[src/rtl/spi_master_tx_pkg.sv]
// Shared definitions for the SPI mode-0 master transmitter: limits, byte width,
// FSM state type and a constant helper used to size the timing counter.
package spi_master_tx_pkg;

    localparam int SPI_MIN_HALF_DIV = 3;
    localparam int SPI_MIN_CS_SETUP = 2;
    localparam int SPI_MIN_CS_HOLD  = 2;
    localparam int SPI_MIN_CS_GAP   = 3;
    localparam int SPI_BYTE_W       = 8;
    localparam int SPI_BIT_CNT_W    = $clog2(SPI_BYTE_W);

    typedef enum logic [2:0] {
        ST_IDLE  = 3'd0,
        ST_SETUP = 3'd1,
        ST_HIGH  = 3'd2,
        ST_LOW   = 3'd3,
        ST_NEXT  = 3'd4,
        ST_HOLD  = 3'd5,
        ST_GAP   = 3'd6
    } spi_state_t;

    function automatic int max4(input int a, input int b, input int c, input int d);
        int m;
        m = a;
        if (b > m) m = b;
        if (c > m) m = c;
        if (d > m) m = d;
        return m;
    endfunction

endpackage

[src/rtl/spi_tx_shifter.sv]
// Byte shifter for the SPI transmitter: parallel load, MSB-first shift-out,
// registered MOSI, bit counter and end-of-byte flag.
module spi_tx_shifter
    import spi_master_tx_pkg::*;
(
    input  logic                  clk,
    input  logic                  rst,
    input  logic                  load,
    input  logic [SPI_BYTE_W-1:0] data,
    input  logic                  shift,
    output logic                  mosi,
    output logic                  last_bit,
    output logic                  empty
);

    logic [SPI_BYTE_W-1:0]    shreg;
    logic [SPI_BIT_CNT_W-1:0] bit_cnt;

    // Load a new byte or advance one bit on each SCLK fall; MOSI follows the next MSB.
    always_ff @(posedge clk or posedge rst) begin
        if (rst) begin
            shreg   <= '0;
            bit_cnt <= '0;
            mosi    <= 1'b0;
            empty   <= 1'b0;
        end else if (load) begin
            shreg   <= data;
            bit_cnt <= '0;
            mosi    <= data[SPI_BYTE_W-1];
            empty   <= 1'b0;
        end else if (shift) begin
            shreg   <= {shreg[SPI_BYTE_W-2:0], 1'b0};
            bit_cnt <= bit_cnt + SPI_BIT_CNT_W'(1);
            mosi    <= shreg[SPI_BYTE_W-2];
            empty   <= (bit_cnt == '1);
        end
    end

    // High while the final bit of the byte is on MOSI.
    assign last_bit = (bit_cnt == '1);

endmodule

[src/rtl/spi_master_tx.sv]
// SPI mode-0 MSB-first master transmitter. Bytes arrive over valid/ready and are
// grouped into one CS-low frame until a byte tagged last. All outputs registered;
// a single down-counter times every state.
module spi_master_tx
    import spi_master_tx_pkg::*;
#(
    parameter int HALF_DIV = 4,
    parameter int CS_SETUP = 4,
    parameter int CS_HOLD  = 4,
    parameter int CS_GAP   = 8
) (
    input  logic                  clk_in,
    input  logic                  reset_in,
    input  logic [SPI_BYTE_W-1:0] data_in,
    input  logic                  last_in,
    input  logic                  data_valid_in,
    output logic                  data_ready_out,
    output logic                  busy_out,
    output logic                  byte_done_out,
    output logic                  spi_sclk_out,
    output logic                  spi_cs_out,
    output logic                  spi_mosi_out
);

    localparam int MAX_P = max4(HALF_DIV, CS_SETUP, CS_HOLD, CS_GAP);
    localparam int CNT_W = $clog2(MAX_P + 1);

    localparam logic [CNT_W-1:0] LD_HALF  = CNT_W'(HALF_DIV - 1);
    localparam logic [CNT_W-1:0] LD_SETUP = CNT_W'(CS_SETUP - 1);
    localparam logic [CNT_W-1:0] LD_HOLD  = CNT_W'(CS_HOLD - 1);
    localparam logic [CNT_W-1:0] LD_GAP   = CNT_W'(CS_GAP - 1);

    if (HALF_DIV < SPI_MIN_HALF_DIV) begin : g_chk_half_div
        $error("spi_master_tx: HALF_DIV=%0d below minimum %0d", HALF_DIV, SPI_MIN_HALF_DIV);
    end
    if (CS_SETUP < SPI_MIN_CS_SETUP) begin : g_chk_cs_setup
        $error("spi_master_tx: CS_SETUP=%0d below minimum %0d", CS_SETUP, SPI_MIN_CS_SETUP);
    end
    if (CS_HOLD < SPI_MIN_CS_HOLD) begin : g_chk_cs_hold
        $error("spi_master_tx: CS_HOLD=%0d below minimum %0d", CS_HOLD, SPI_MIN_CS_HOLD);
    end
    if (CS_GAP < SPI_MIN_CS_GAP) begin : g_chk_cs_gap
        $error("spi_master_tx: CS_GAP=%0d below minimum %0d", CS_GAP, SPI_MIN_CS_GAP);
    end

    spi_state_t       state;
    logic [CNT_W-1:0] cnt;
    logic             last_q;
    logic             ready_q;
    logic             busy_q;
    logic             byte_done_q;
    logic             sclk_q;
    logic             cs_q;

    logic             xfer;
    logic             shift;
    logic             sh_mosi;
    logic             sh_last_bit;
    logic             sh_empty;

    assign xfer  = data_valid_in & ready_q;
    assign shift = (state == ST_HIGH) && (cnt == '0);

    spi_tx_shifter u_shifter (
        .clk      (clk_in),
        .rst      (reset_in),
        .load     (xfer),
        .data     (data_in),
        .shift    (shift),
        .mosi     (sh_mosi),
        .last_bit (sh_last_bit),
        .empty    (sh_empty)
    );

    // Frame sequencer: state, timing counter, handshake and SPI pin registers.
    always_ff @(posedge clk_in or posedge reset_in) begin
        if (reset_in) begin
            state       <= ST_IDLE;
            cnt         <= '0;
            last_q      <= 1'b0;
            ready_q     <= 1'b0;
            busy_q      <= 1'b0;
            byte_done_q <= 1'b0;
            sclk_q      <= 1'b0;
            cs_q        <= 1'b1;
        end else begin
            byte_done_q <= 1'b0;
            case (state)
                ST_IDLE: begin
                    ready_q <= 1'b1;
                    busy_q  <= 1'b0;
                    if (xfer) begin
                        ready_q <= 1'b0;
                        busy_q  <= 1'b1;
                        cs_q    <= 1'b0;
                        last_q  <= last_in;
                        cnt     <= LD_SETUP;
                        state   <= ST_SETUP;
                    end
                end
                ST_SETUP: begin
                    if (cnt == '0) begin
                        sclk_q <= 1'b1;
                        cnt    <= LD_HALF;
                        state  <= ST_HIGH;
                    end else begin
                        cnt <= cnt - CNT_W'(1);
                    end
                end
                ST_HIGH: begin
                    if (cnt == '0) begin
                        sclk_q      <= 1'b0;
                        byte_done_q <= sh_last_bit;
                        cnt         <= LD_HALF;
                        state       <= ST_LOW;
                    end else begin
                        cnt <= cnt - CNT_W'(1);
                    end
                end
                ST_LOW: begin
                    if (cnt == '0) begin
                        if (sh_empty) begin
                            if (last_q) begin
                                cnt   <= LD_HOLD;
                                state <= ST_HOLD;
                            end else begin
                                ready_q <= 1'b1;
                                state   <= ST_NEXT;
                            end
                        end else begin
                            sclk_q <= 1'b1;
                            cnt    <= LD_HALF;
                            state  <= ST_HIGH;
                        end
                    end else begin
                        cnt <= cnt - CNT_W'(1);
                    end
                end
                ST_NEXT: begin
                    // Reuse SETUP with a HALF_DIV count as the lead-in before the first rise.
                    if (xfer) begin
                        ready_q <= 1'b0;
                        last_q  <= last_in;
                        cnt     <= LD_HALF;
                        state   <= ST_SETUP;
                    end
                end
                ST_HOLD: begin
                    if (cnt == '0) begin
                        cs_q  <= 1'b1;
                        cnt   <= LD_GAP;
                        state <= ST_GAP;
                    end else begin
                        cnt <= cnt - CNT_W'(1);
                    end
                end
                ST_GAP: begin
                    if (cnt == '0) begin
                        ready_q <= 1'b1;
                        busy_q  <= 1'b0;
                        state   <= ST_IDLE;
                    end else begin
                        cnt <= cnt - CNT_W'(1);
                    end
                end
                default: begin
                    state <= ST_IDLE;
                end
            endcase
        end
    end

    assign data_ready_out = ready_q;
    assign busy_out       = busy_q;
    assign byte_done_out  = byte_done_q;
    assign spi_sclk_out   = sclk_q;
    assign spi_cs_out     = cs_q;
    assign spi_mosi_out   = sh_mosi;

endmodule
[config.mk]
export PLATFORM = sky130hd
export DESIGN_NAME = spi_master_tx
export DESIGN_NICKNAME = d
export VERILOG_FILES = /design/src/rtl/spi_master_tx_pkg.sv /design/src/rtl/spi_tx_shifter.sv /design/src/rtl/spi_master_tx.sv
export SDC_FILE = /design/constraint.sdc
export NUM_CORES = 1
export LEC_CHECK = 0
export BUFFER_PORTS_ARGS = -buffer_cell sky130_fd_sc_hd__buf_2
export CAP_MARGIN = 20
export CORE_ASPECT_RATIO = 0.7
export CORE_MARGIN = 10
export CORE_UTILIZATION = 40
export CTS_CLUSTER_DIAMETER = 30
export DETAILED_ROUTE_END_ITERATION = 10
export GPL_ROUTABILITY_DRIVEN = 0
export SLEW_MARGIN = 20
export SYNTH_ARGS = -nofsm -noshare
export SYNTH_HDL_FRONTEND = slang
export SYNTH_SLANG_ARGS = --single-unit
[constraint.sdc]
create_clock -name clk_in -period 3.4 [get_ports clk_in]
set_input_delay 0.17 -clock clk_in [delete_from_list [all_inputs] [get_ports clk_in]]
set_output_delay 0.17 -clock clk_in [all_outputs]
set_load 0.02 [all_outputs]
* Word level (Yosys, flattened, before mapping) *
Cells that the tools add are included.

storage, ports and cells
  flip-flop bits (word level) = 25
  latch bits = 0
  bits in writable memories = 0
  memory bits (read-only) = 0
  output and inout bits = 6
  logic and storage cells = 94
  memories = 0

cells by class
  add/sub/neg operators = 2
  multipliers = 0
  div/mod/pow operators = 0
  $lt $le $gt $ge = 0
  equal/unequal tests = 20
  shift-type cells = 0
  multiplexer cells = 41
  bitwise logic cells = 1
  reductions and logical operators = 18

operators by type and width
  operator                                                number
  two-way mux 4 bit                                       7
  two-way mux 3 bit                                       9
  case mux 4 bit (5 select lines)                         1
  case mux 3 bit (6 select lines)                         1
  two-way mux 1 bit                                       17
  two-way mux 7 bit                                       2
  inequality test 2 bit (second input constant)           7
  == test 3 bit (second input constant)                   4
  AND reduction 6 bit                                     2
  inequality test 2 x 1 -> 1 bit (second input constant)  5
  == test 3 x 2 -> 1 bit (second input constant)          2
  nonzero test 2 bit                                      3
  AND reduction 5 bit                                     1
  nonzero test 5 bit                                      1
  logical NOT 4 bit                                       1
  inequality test 4 bit (second input constant)           1
  case mux 1 bit (2 select lines)                         2
  case mux 1 bit (4 select lines)                         1
  AND reduction 2 bit                                     2
  AND reduction 4 bit                                     1
  nonzero test 4 bit                                      1
  OR reduction 2 bit                                      2
  subtractor 4 x 1 -> 4 bit (second input constant)       1
  adder 3 x 1 -> 3 bit (second input constant)            1
  7 further kinds                                         7

* Depth between registers and ports, before layout *
  depth in word-level cells = 4
  gate-level depth with buffers = 7

* Hierarchy *
From an unflattened synthesis, not the netlist that was laid out.

second synthesis, totals
  cell total of the unflattened synthesis = 136
  area, all modules = 1356.3 µm²

by module, submodules not included
  module          instances  cells an instance  area each (µm²)  sequential area each (µm²)
  spi_master_tx   1          86                 803.3            326.6
  spi_tx_shifter  1          50                 553.0            300.3

* Worst setup path after synthesis *
No wires, ideal clock.

  path type = reg-to-reg
  start = register cnt[0]
  end = register cnt[0]
  setup time = 0.125 ns
  arrival = 2.008 ns
  required time = 3.275 ns
  setup slack = 1.267 ns
  cell stages (with the launch flop) = 7
  clock period less this slack = 2.133 ns
  cell sequence = dfrtp_1 inv_1 ha_1 or3b_1 or4b_4 and3_4 mux2_4

on the way
  word-level cells in the longest chain between the ends = 3
  elaborated cells on any way between the ends = 10

RTL lines
  element                                                                 line                  RTL
  from (decl)                                                             spi_master_tx.sv:47   logic [CNT_W-1:0] cnt;
  from (signal assigned)                                                  spi_master_tx.sv:107  cnt <= cnt - CNT_W'(1);
  from (signal assigned)                                                  spi_master_tx.sv:117  cnt <= cnt - CNT_W'(1);
  from (signal assigned)                                                  spi_master_tx.sv:136  cnt <= cnt - CNT_W'(1);
  subtractor 4 x 1 -> 4 bit or logical NOT 4 bit (tied branches)          --
  two-way mux 4 bit (tied with other cells)                               spi_master_tx.sv:158  if (cnt == '0) begin
  case mux 4 bit (5 select lines) or AND reduction 4 bit (tied branches)  --

Parallel ways exist; a longest one is shown, timed or not. The select of a mux whose other input is x is not followed.
A chain may end at the register's enable or synchronous reset.

* Final worst setup path *
  start = register cnt[0]
  end = register u_shifter.mosi

on the way
  word-level cells in the longest chain between the ends = 3

RTL lines
  element                       line                  RTL
  logical NOT 4 bit             spi_master_tx.sv:62   assign shift = (state == ST_HIGH) && (cnt == '0);
  logical AND 1 bit             spi_master_tx.sv:62
  nonzero test 2 bit (no line)  --
  to (signal assigned)          spi_tx_shifter.sv:29  mosi <= data[SPI_BYTE_W-1];
  to (signal assigned)          spi_tx_shifter.sv:34  mosi <= shreg[SPI_BYTE_W-2];
  to (decl)                     spi_tx_shifter.sv:11  output logic mosi,

No other way between the ends.

==> impl_metrics.env <==
export IMPL_final_hold_violation_count=0
export IMPL_cts_htree_levels=1
export IMPL_slowest_delay_ps=640
export IMPL_synthFlopType="dfrtp_1"
export IMPL_yosysSeqAreaShare_pct=47.49
export IMPL_die_h_um=68.07
export IMPL_drc_errors=0
export IMPL_final_layout_size_suffix_gt1_share_pct=18.42
export IMPL_antenna_found_initial=0
export IMPL_clk_latency_ps=260
export IMPL_grt_pass1_wl_um=4823
export IMPL_rows=17
export IMPL_synth_compound_area_share_pct=16.97
export IMPL_cts_resized=0
export IMPL_skew_ps=1.733
export IMPL_p_comb_share_pct=35.5
export IMPL_p_int_uw=660.9
export IMPL_fmax_mhz=400.7
export IMPL_nets=168
export IMPL_fin_crit_ps=2495
export IMPL_grt_pass1_vias=1014
export IMPL_synth_edf_count=0
export IMPL_path_class="reg -> reg"
export IMPL_m1WireLength_um=1383
export IMPL_maxCapViolCount=0
export IMPL_vias=1020
export IMPL_dr_wl_met3_um=97
export IMPL_clock_sinks=25
export IMPL_dp_hpwl_um=1992
export IMPL_crit_path_max_fanout=12
export IMPL_synth_area_mm2=0.001320
export IMPL_power_density_mw_per_mm2=736.6
export IMPL_synth_simple_area_share_pct=19.15
export IMPL_r2r_slack_ps=900
export IMPL_rsz0062_at_grt="false"
export IMPL_cts_tree="done"
export IMPL_drtPass1Iterations=4
export IMPL_reg2reg_depth=6
export IMPL_synthAdderAreaFrac_pct=2.844
export IMPL_synthMuxAreaShare_pct=8.815
export IMPL_critPathCaptureType="flip-flop"
export IMPL_synthesis_nets=154
export IMPL_tns_ps=0
export IMPL_dieWidth_um=88.66
export IMPL_die_area_mm2=0.006035
export IMPL_clk_pin_slew_ps=80
export IMPL_area_growth_pct=11.09
export IMPL_synthArstFlopShare_pct=100.0
export IMPL_start_kind="flip-flop"
export IMPL_p_sw_uw=419.2
export IMPL_vias_per_cell=5.368
export IMPL_timing_max_transition_violations_final=0
export IMPL_wl_per_cell_um=14.05
export IMPL_placed_cell_area_mm2=0.001421
export IMPL_cts_inserted_buffers=3
export IMPL_power_frac_seq_pct=48.4
export IMPL_crit_chain="inv_1, ha_1, nor4b_1, nand3b_1, mux2i_1, a21oi_1"
export IMPL_worst_endpoint_arrival_ps=2620
export IMPL_period_share_pct=73.40
export IMPL_final_cell_mix="dfrtp_1, buf_2, nor2_1"
export IMPL_diodes=0
export IMPL_post_route_util_pct=46.27
export IMPL_synth_cells=139
export IMPL_design_area_mm2=0.001466
export IMPL_ys_warn_count=0
export IMPL_ir_drop_mv=0.4138
export IMPL_grt_usage_pct=10.06
export IMPL_root_buffer="clkbuf_8"
export IMPL_synth_cell_types=39
export IMPL_finalSetupViolations=0
export IMPL_pin_count=18
export IMPL_port_buffers=17
export IMPL_slew_headroom_pct=38.61
export IMPL_layout_commonest_cell="dfrtp_1"
export IMPL_leakagePower_nw=0.7323
export IMPL_tightest_slew_ps=919.9
export IMPL_fp_coreArea_mm2=0.003169
export IMPL_ctsLongestPathBuffers=2
export IMPL_met2_length_um=1169
export IMPL_synth_top_family_by_area="simple AND/OR/NAND/NOR gates"
export IMPL_ys_ff_latch=25
export IMPL_post_cts_buffers=0
export IMPL_syn_avg_cell_area_um2=9.497
export IMPL_min_path_type="in -> async"
export IMPL_gr_total_overflow=0
export IMPL_swShare_pct=38.81
export IMPL_drt_iter0_markers=61
export IMPL_ant_nets=0
export IMPL_synth_xor_area_share_pct=0.6635
export IMPL_finalPower_mw=1.080
export IMPL_clkPwrFrac_pct=16.0
export IMPL_top_layer_used="met4"
export IMPL_crit_slowest_cell="nand3b_1"
export IMPL_cts_hold_fix_buffers=0
export IMPL_grt_max_degree=26
export IMPL_drt_wl_total_um=2669
export IMPL_critPathRequiredTime_ps=3520
export IMPL_start_util_pct=41.65
export IMPL_status="finished clean"
-- through the flow --
stage                     std cells  hold slack (ps)  setup WS [ps]
final                           190            96.89          904.6
after global routing            190            129.4          681.5
after CTS                       190            109.4          943.8
after detailed placement        186            389.6          974.2
after global placement          186            376.9           1094
after floorplan                 139            196.6           1267
-- cell usage after synthesis (2+ instances only) --
master | instances | area (um2)
a21oi_1 | 15 | 75.07
nand2b_1 | 2 | 12.51
and3_1 | 2 | 12.51
nor3_1 | 2 | 10.01
mux2i_1 | 9 | 90.09
a221oi_1 | 2 | 17.52
and2_1 | 2 | 12.51
nor2_1 | 16 | 60.06
nand3_1 | 3 | 15.01
dfrtp_1 | 24 | 600.6
inv_1 | 6 | 22.52
a31oi_1 | 5 | 31.28
clkbuf_1 | 7 | 26.28
o21ai_0 | 5 | 25.02
nand2_1 | 13 | 48.80
ha_1 | 3 | 37.54
-- cell families after synthesis --
logic type	count (synthesis)
DFF	25
adders and majority gates	3
muxes	11
xor gates and xnor gates	1
AOI/OAI and AO/OA	36
buffers and inverters	14
and+or+nand+nor	49
-- state kept, by name, indices dropped and copies added (netlist names) --
register           flops
cnt                    4
u_shifter.bit_cnt      3
u_shifter.empty        1
data_ready_out         1
u_shifter.mosi         1
state                  3
u_shifter.shreg        7
byte_done_out          1
last_q                 1
spi_cs_out             1
spi_sclk_out           1
busy_out               1
-- critical path: cells and delay by family, from the launching register on --
kind | cells | cell delay [ps]
AOI/OAI and AO/OA | 1 | 90
adders and majority gates | 1 | 210
buffers and inverters | 1 | 70
DFF | 1 | 410
muxes | 1 | 340
and+or+nand+nor | 2 | 1230
-- power by group through the flow --
| stage | logic [mW] | registers, mW | clock network, mW |
|---|---|---|---|
| after floorplan | 0.319 | 0.491 | 0 |
| after global placement | 0.377 | 0.522 | 0 |
| after detailed placement | 0.389 | 0.526 | 0 |
| after CTS | 0.389 | 0.520 | 0.179 |
| after global routing | 0.449 | 0.545 | 0.192 |
| final | 0.384 | 0.523 | 0.173 |
-- per-layer routing --
metal / track usage [%] / vias to the layer above
li1: - / 517
met1: 13.69 / 489
met2: 15.65 / 12
met3: 2.966 / 2
met4: 1.807 / 0
met5: 0 / -
-- worst paths after layout --
| path | start | end |
|---|---|---|
| max | cnt[0] | u_shifter.mosi |
| min | reset_in | u_shifter.mosi |
| max reg2reg | cnt[0] | u_shifter.mosi |
| min reg2reg | spi_cs_out | spi_cs_out |
| max in group asynchronous | reset_in | cnt[0] |
| min in group clk_in | data_in[0] | u_shifter.shreg[0] |
-- layout make-up --
| class | instances | area, um2 |
|---|---|---|
| clock buffer | 4 | 45.04 |
| fill | 307 | 1703 |
| timing repair buffer | 17 | 85.08 |
| tap | 38 | 47.55 |
| sequential | 25 | 626.9 |
| inverter | 6 | 22.52 |
| multi-input combinational | 100 | 639.4 |
Note: power is estimated with default switching activity, not from simulation.
